==> config.mk <==
export PLATFORM = sky130hd
export DESIGN_NAME = alu_entry_controller
export DESIGN_NICKNAME = d
export VERILOG_FILES = /design/src/rtl/alu_entry_controller.sv
export SDC_FILE = /design/constraint.sdc
export NUM_CORES = 1
export LEC_CHECK = 0
export ABC_AREA = 0
export BUFFER_PORTS_ARGS = -buffer_cell sky130_fd_sc_hd__buf_2
export CORE_ASPECT_RATIO = 1.25
export CORE_MARGIN = 2
export CORE_UTILIZATION = 30
export CTS_CLUSTER_SIZE = 30
export DETAILED_ROUTE_END_ITERATION = 8
export RECOVER_POWER = 25
export SLEW_MARGIN = 20
export SYNTH_ARGS = -nofsm -noshare
export SYNTH_HDL_FRONTEND = slang
export SYNTH_SLANG_ARGS = --single-unit
==> constraint.sdc <==
create_clock -name CLK100MHZ -period 2 [get_ports CLK100MHZ]
set_input_delay 0.4 -clock CLK100MHZ [delete_from_list [all_inputs] [get_ports CLK100MHZ]]
set_output_delay 0.4 -clock CLK100MHZ [all_outputs]
set_load 0.02 [all_outputs]
==> src/rtl/alu_entry_controller.sv <==
// Entry sequencer for the board ALU: collects A, B and opcode from the switches on
// debounced ENTER presses, waits for the ALU to settle, then latches the result.
//
// state  | meaning
// -------+-----------------------------------------------------------
// S_A    | waiting for ENTER to capture operand A from SW
// S_B    | waiting for ENTER to capture operand B from SW
// S_OP   | waiting for ENTER to capture opcode from SW[1:0]
// S_EXEC | ALU inputs driven, counting down the settle time
// S_SHOW | result latched and valid, ENTER returns to S_A
module alu_entry_controller #(
    parameter int DEBOUNCE_CYCLES = 1000000,
    parameter int EXEC_WAIT       = 2
) (
    input  logic       CLK100MHZ,
    input  logic       RESET,
    input  logic [3:0] SW,
    input  logic       BTN_ENTER,
    input  logic       BTN_CLEAR,
    input  logic [7:0] alu_result,
    output logic [3:0] Num1,
    output logic [3:0] Num2,
    output logic [1:0] Op,
    output logic [7:0] result,
    output logic       result_valid,
    output logic       div_err,
    output logic [2:0] state
);

    typedef enum logic [2:0] {
        S_A    = 3'd0,
        S_B    = 3'd1,
        S_OP   = 3'd2,
        S_EXEC = 3'd3,
        S_SHOW = 3'd4
    } state_t;

    localparam int CNT_W = (DEBOUNCE_CYCLES > 1) ? $clog2(DEBOUNCE_CYCLES) : 1;
    localparam logic [CNT_W-1:0] DB_LAST   = CNT_W'(DEBOUNCE_CYCLES - 1);
    localparam logic [7:0]       WAIT_LAST = 8'(EXEC_WAIT - 1);

    // Bit 0 is ENTER, bit 1 is CLEAR throughout the conditioning path.
    logic [1:0]       btn_raw;
    logic [1:0]       sync1_q;
    logic [1:0]       sync2_q;
    logic [1:0]       stable_q;
    logic [1:0]       stable_d;
    logic [1:0]       stable_prev_q;
    logic [CNT_W-1:0] db_cnt_q [2];
    logic [CNT_W-1:0] db_cnt_d [2];
    logic [1:0]       press;
    logic             enter_press;
    logic             clear_press;

    assign btn_raw = {BTN_CLEAR, BTN_ENTER};

    always_comb begin
        stable_d = stable_q;
        db_cnt_d = '{default: '0};
        for (int i = 0; i < 2; i++) begin
            if (sync2_q[i] != stable_q[i]) begin
                if (db_cnt_q[i] == DB_LAST) begin
                    stable_d[i] = sync2_q[i];
                end else begin
                    db_cnt_d[i] = db_cnt_q[i] + CNT_W'(1);
                end
            end
        end
    end

    always_ff @(posedge CLK100MHZ) begin
        if (RESET) begin
            sync1_q       <= '0;
            sync2_q       <= '0;
            stable_q      <= '0;
            stable_prev_q <= '0;
            db_cnt_q      <= '{default: '0};
        end else begin
            sync1_q       <= btn_raw;
            sync2_q       <= sync1_q;
            stable_q      <= stable_d;
            stable_prev_q <= stable_q;
            db_cnt_q      <= db_cnt_d;
        end
    end

    assign press       = stable_q & ~stable_prev_q;
    assign enter_press = press[0];
    assign clear_press = press[1];

    // The state register is a plain vector so the unused codes 5..7 stay representable.
    logic [2:0] state_q;
    logic [2:0] state_d;
    logic [3:0] num1_q;
    logic [3:0] num1_d;
    logic [3:0] num2_q;
    logic [3:0] num2_d;
    logic [1:0] op_q;
    logic [1:0] op_d;
    logic [7:0] result_q;
    logic [7:0] result_d;
    logic       valid_q;
    logic       valid_d;
    logic       div_err_q;
    logic       div_err_d;
    logic [7:0] wait_q;
    logic [7:0] wait_d;

    always_comb begin
        state_d   = state_q;
        num1_d    = num1_q;
        num2_d    = num2_q;
        op_d      = op_q;
        result_d  = result_q;
        valid_d   = valid_q;
        div_err_d = div_err_q;
        wait_d    = wait_q;

        if (clear_press) begin
            state_d   = S_A;
            num1_d    = '0;
            num2_d    = '0;
            op_d      = '0;
            result_d  = '0;
            valid_d   = 1'b0;
            div_err_d = 1'b0;
            wait_d    = '0;
        end else begin
            case (state_q)
                S_A: begin
                    if (enter_press) begin
                        num1_d  = SW;
                        state_d = S_B;
                    end
                end
                S_B: begin
                    if (enter_press) begin
                        num2_d  = SW;
                        state_d = S_OP;
                    end
                end
                S_OP: begin
                    if (enter_press) begin
                        op_d    = SW[1:0];
                        wait_d  = WAIT_LAST;
                        state_d = S_EXEC;
                    end
                end
                S_EXEC: begin
                    // Terminal count: the ALU has had EXEC_WAIT cycles to settle.
                    if (wait_q == 8'd0) begin
                        if ((op_q == 2'b11) && (num2_q == 4'd0)) begin
                            result_d  = 8'h00;
                            div_err_d = 1'b1;
                        end else begin
                            result_d  = alu_result;
                            div_err_d = 1'b0;
                        end
                        valid_d = 1'b1;
                        state_d = S_SHOW;
                    end else begin
                        wait_d = wait_q - 8'd1;
                    end
                end
                S_SHOW: begin
                    if (enter_press) begin
                        valid_d   = 1'b0;
                        div_err_d = 1'b0;
                        state_d   = S_A;
                    end
                end
                default: state_d = S_A;
            endcase
        end
    end

    always_ff @(posedge CLK100MHZ) begin
        if (RESET) begin
            state_q   <= S_A;
            num1_q    <= '0;
            num2_q    <= '0;
            op_q      <= '0;
            result_q  <= '0;
            valid_q   <= 1'b0;
            div_err_q <= 1'b0;
            wait_q    <= '0;
        end else begin
            state_q   <= state_d;
            num1_q    <= num1_d;
            num2_q    <= num2_d;
            op_q      <= op_d;
            result_q  <= result_d;
            valid_q   <= valid_d;
            div_err_q <= div_err_d;
            wait_q    <= wait_d;
        end
    end

    assign Num1         = num1_q;
    assign Num2         = num2_q;
    assign Op           = op_q;
    assign result       = result_q;
    assign result_valid = valid_q;
    assign div_err      = div_err_q;
    assign state        = state_q;

endmodule

==> results.toml <==
[sta]
timing.fmax_ghz = 0.554
fin_skew_ns = 0.00506
worstMarginPinSlew_ns = 0.557
min_period_ns = 1.81
hold_viol_final = 0
setup_viol = 0
fin_hold_ws_ns = 0.274
final.setup.tns_ns = 0
fin_crit_sh_pct = 90.3
maxSlewViolCount = 0
slew_headroom_pct = 62.8
rsz0062_at_grt = "false"

[logic_synthesis]
ys_warn_count = 0
yosysMostFrequentCell = "dfxtp_1"
seq_area_frac_synth_pct = 45.8
synth-edff-count = 0
netlist_instances = 384
synth_commonest_cells = "dfxtp_1, nor2_1, a21oi_1"
synth_top_area_cell = "dfxtp_1"
ys_ff_latch = 79
syn_area_um2 = 3450
synth_top_area_share_pct = 45.8
synth_flop_cell = "dfxtp_1"
synth_fp_nets = 404
synth.area.top_cells = "dfxtp_1, xor2_1, nor2_1"
avgSynthCellArea_um2 = 8.99
async_flop_share_pct = 0
netlist-cell-type-count = 52

[route]
finalWirelength_mm = 6.99
viasPerCell = 4.98
final_antenna_net_count = 0
drt_iter0_markers = 109
firstDrtPassIters = 4
dr_total_vias = 2831
drc = 0
routedWlPerCell_um = 12.3

[clock_network]
cts_tree = "yes"
cts_root_buffer = "clkbuf_16"
cts_made_buffers = 9
ctsResizeCount = 0
h-tree-depth = 3
hold_buffers = 0
clock_path_buffers = 2
cts.sinks = 79
insertion_delay_ns = 0.33
cts.reportedPaths.clkPinSlew_ns = 0.06
cts_setup_buffers = 0

[critical_path]
cp-start-kind = "flip-flop"
cp.arrival_ns = 2.04
crit_chain = "inv_1 > ha_1 > or3b_2 > o21ai_4 > nor4_1 > o21ba_2"
worst_ep_required_time_ns = 2.23
path_class = "reg -> reg"
cpPeakStageDelay_ns = 0.52
timing.critical_path.slowest_stage_cell = "or3b_2"
crit_path_max_fanout = 9
end_kind = "flip-flop"

[floorplanning]
dieArea_um2 = 12400
die_w_um = 99.9
io_pins = 39
initial_utilization_pct = 31.0
coreArea_um2 = 11100
die_h_um = 124
row_count = 43

[power]
power_density_nw_per_um2 = 778
p_leak_uw = 0.00144
ir_drop_mv = 0.347
finalPower_uw = 3170

[worst_hold_path]
holdCritPathClass = "in -> reg"

[cells_and_area]
fillers = 1137
multi_input_area_um2 = 1740
area_delta_synth_final_pct = 17.9
n_antenna_cell = 0
num-nets-final = 448
layout-drive-gt1-share_pct = 14.5
final-seq-area_um2 = 1580
final_cells = 568
final_cell_area_um2 = 4070

[placement]
port_buffers = 38
post-dp-hpwl_mm = 4.96
gp_congestion = 0.740
dpl_cell_area_um2 = 3810
dp.cells = 552

[global_route]
grt_max_degree = 26
grt.total_usage_pct = 12.3
first_global_vias = 2755
antenna_found_initial = 0
grt_pass1_wl_mm = 12.2
grt_overflow = 0

[status]
status = "complete, no violations"

[job]
maxCapViolations = 0
[cell families (layout without fill, tap and decap cells)]
kind of cell    Yosys count  after routing  share of synthesized area (%)
simple gates            179            179                           29.6
mux                       6              6                           1.74
buf+inv                  28             77                           3.70
compound gates           59             59                           10.4
xor+xnor                 29             29                           7.36
fa+ha+maj                 4              4                           1.45
flops                    79             79                           45.8
[area by class of cell]
cell class                      count  area share [%]
Multi-Input combinational cell    277            42.8
Sequential cell                    79            38.9
Timing Repair Buffer               50            6.24
Clock buffer                        9            5.54
Tap cell                          135            4.15
Clock inverter                      7            1.35
Inverter                           11            1.02
[where the power goes]
group / leakage, uW / total, uW / switching, uW / internal (uW)
clock: 0.000133 / 1540 / 685 / 853
sequential: 0.000637 / 1580 / 2.34 / 1580
combinational: 0.000667 / 47.5 / 28.3 / 19.2
[critical path: cells and delay by family, from the launching register on]
kind,cells,cell delay [ns]
simple gates,2,0.61
fa+ha+maj,1,0.18
compound gates,2,0.45
flops,1,0.32
buf+inv,1,0.14
[state kept, by name (all words and copies together), names as in the netlist, 2 cells and up]
signal,flops
result,8
stable_q,2
db_cnt_q,40
Op,2
stable_prev_q,2
wait_q,8
sync1_q,2
Num1,4
sync2_q,2
state,3
Num2,4
[through the flow]
step / utilization (%) / setup WS [ns]
4_1_cts: 36.8 / 0.190
3_5_place_dp: 34.2 / 0.205
5_1_grt: 36.5 / 0.0875
3_3_place_gp: 34.2 / 0.280
6_report: 36.5 / 0.195
2_1_floorplan: - / 0.356
[layout by cell type, fill, tap and decap left out, drive strengths merged, types with 4 or more instances in the layout]
| cell type | synthesis | layout |
|---|---|---|
| a21oi | 32 | 32 |
| nor3 | 5 | 5 |
| nand2 | 23 | 23 |
| nand4 | 17 | 17 |
| xnor2 | 6 | 6 |
| inv | 11 | 14 |
| buf | 10 | 31 |
| o21ai | 14 | 14 |
| and4 | 4 | 4 |
| clkbuf | 7 | 28 |
| o31ai | 5 | 5 |
| or4 | 6 | 6 |
| nor2b | 9 | 9 |
| and2 | 7 | 7 |
| nor2 | 43 | 43 |
| or3 | 12 | 12 |
| dfxtp | 79 | 79 |
| xor2 | 23 | 23 |
| mux2i | 6 | 6 |
| ha | 4 | 4 |
| nand3 | 27 | 27 |
[metal layers]
| layer | share of wire [%] | vias up | track usage [%] |
|---|---|---|---|
| met2 | 48 | 42 | 21.1 |
| met5 | 0 | - | 0 |
| met3 | 3.6 | 12 | 3.09 |
| met1 | 46 | 1339 | 14.0 |
| met4 | 2.3 | 0 | 6.51 |
| li1 | - | 1438 | - |
[final timing paths]
| check | slack, ns | end | cells after the start | from |
|---|---|---|---|---|
| setup / recovery | 0.19 | wait_q[5] | 6 | wait_q[0] |
| hold / removal | 0.27 | sync1_q[0] | 2 | BTN_ENTER |
| setup reg to reg | 0.19 | wait_q[5] | 6 | wait_q[0] |
| hold reg to reg | 0.44 | db_cnt_q[20] | 1 | db_cnt_q[20] |
No activity file was read; power rests on OpenSTA's default activity.
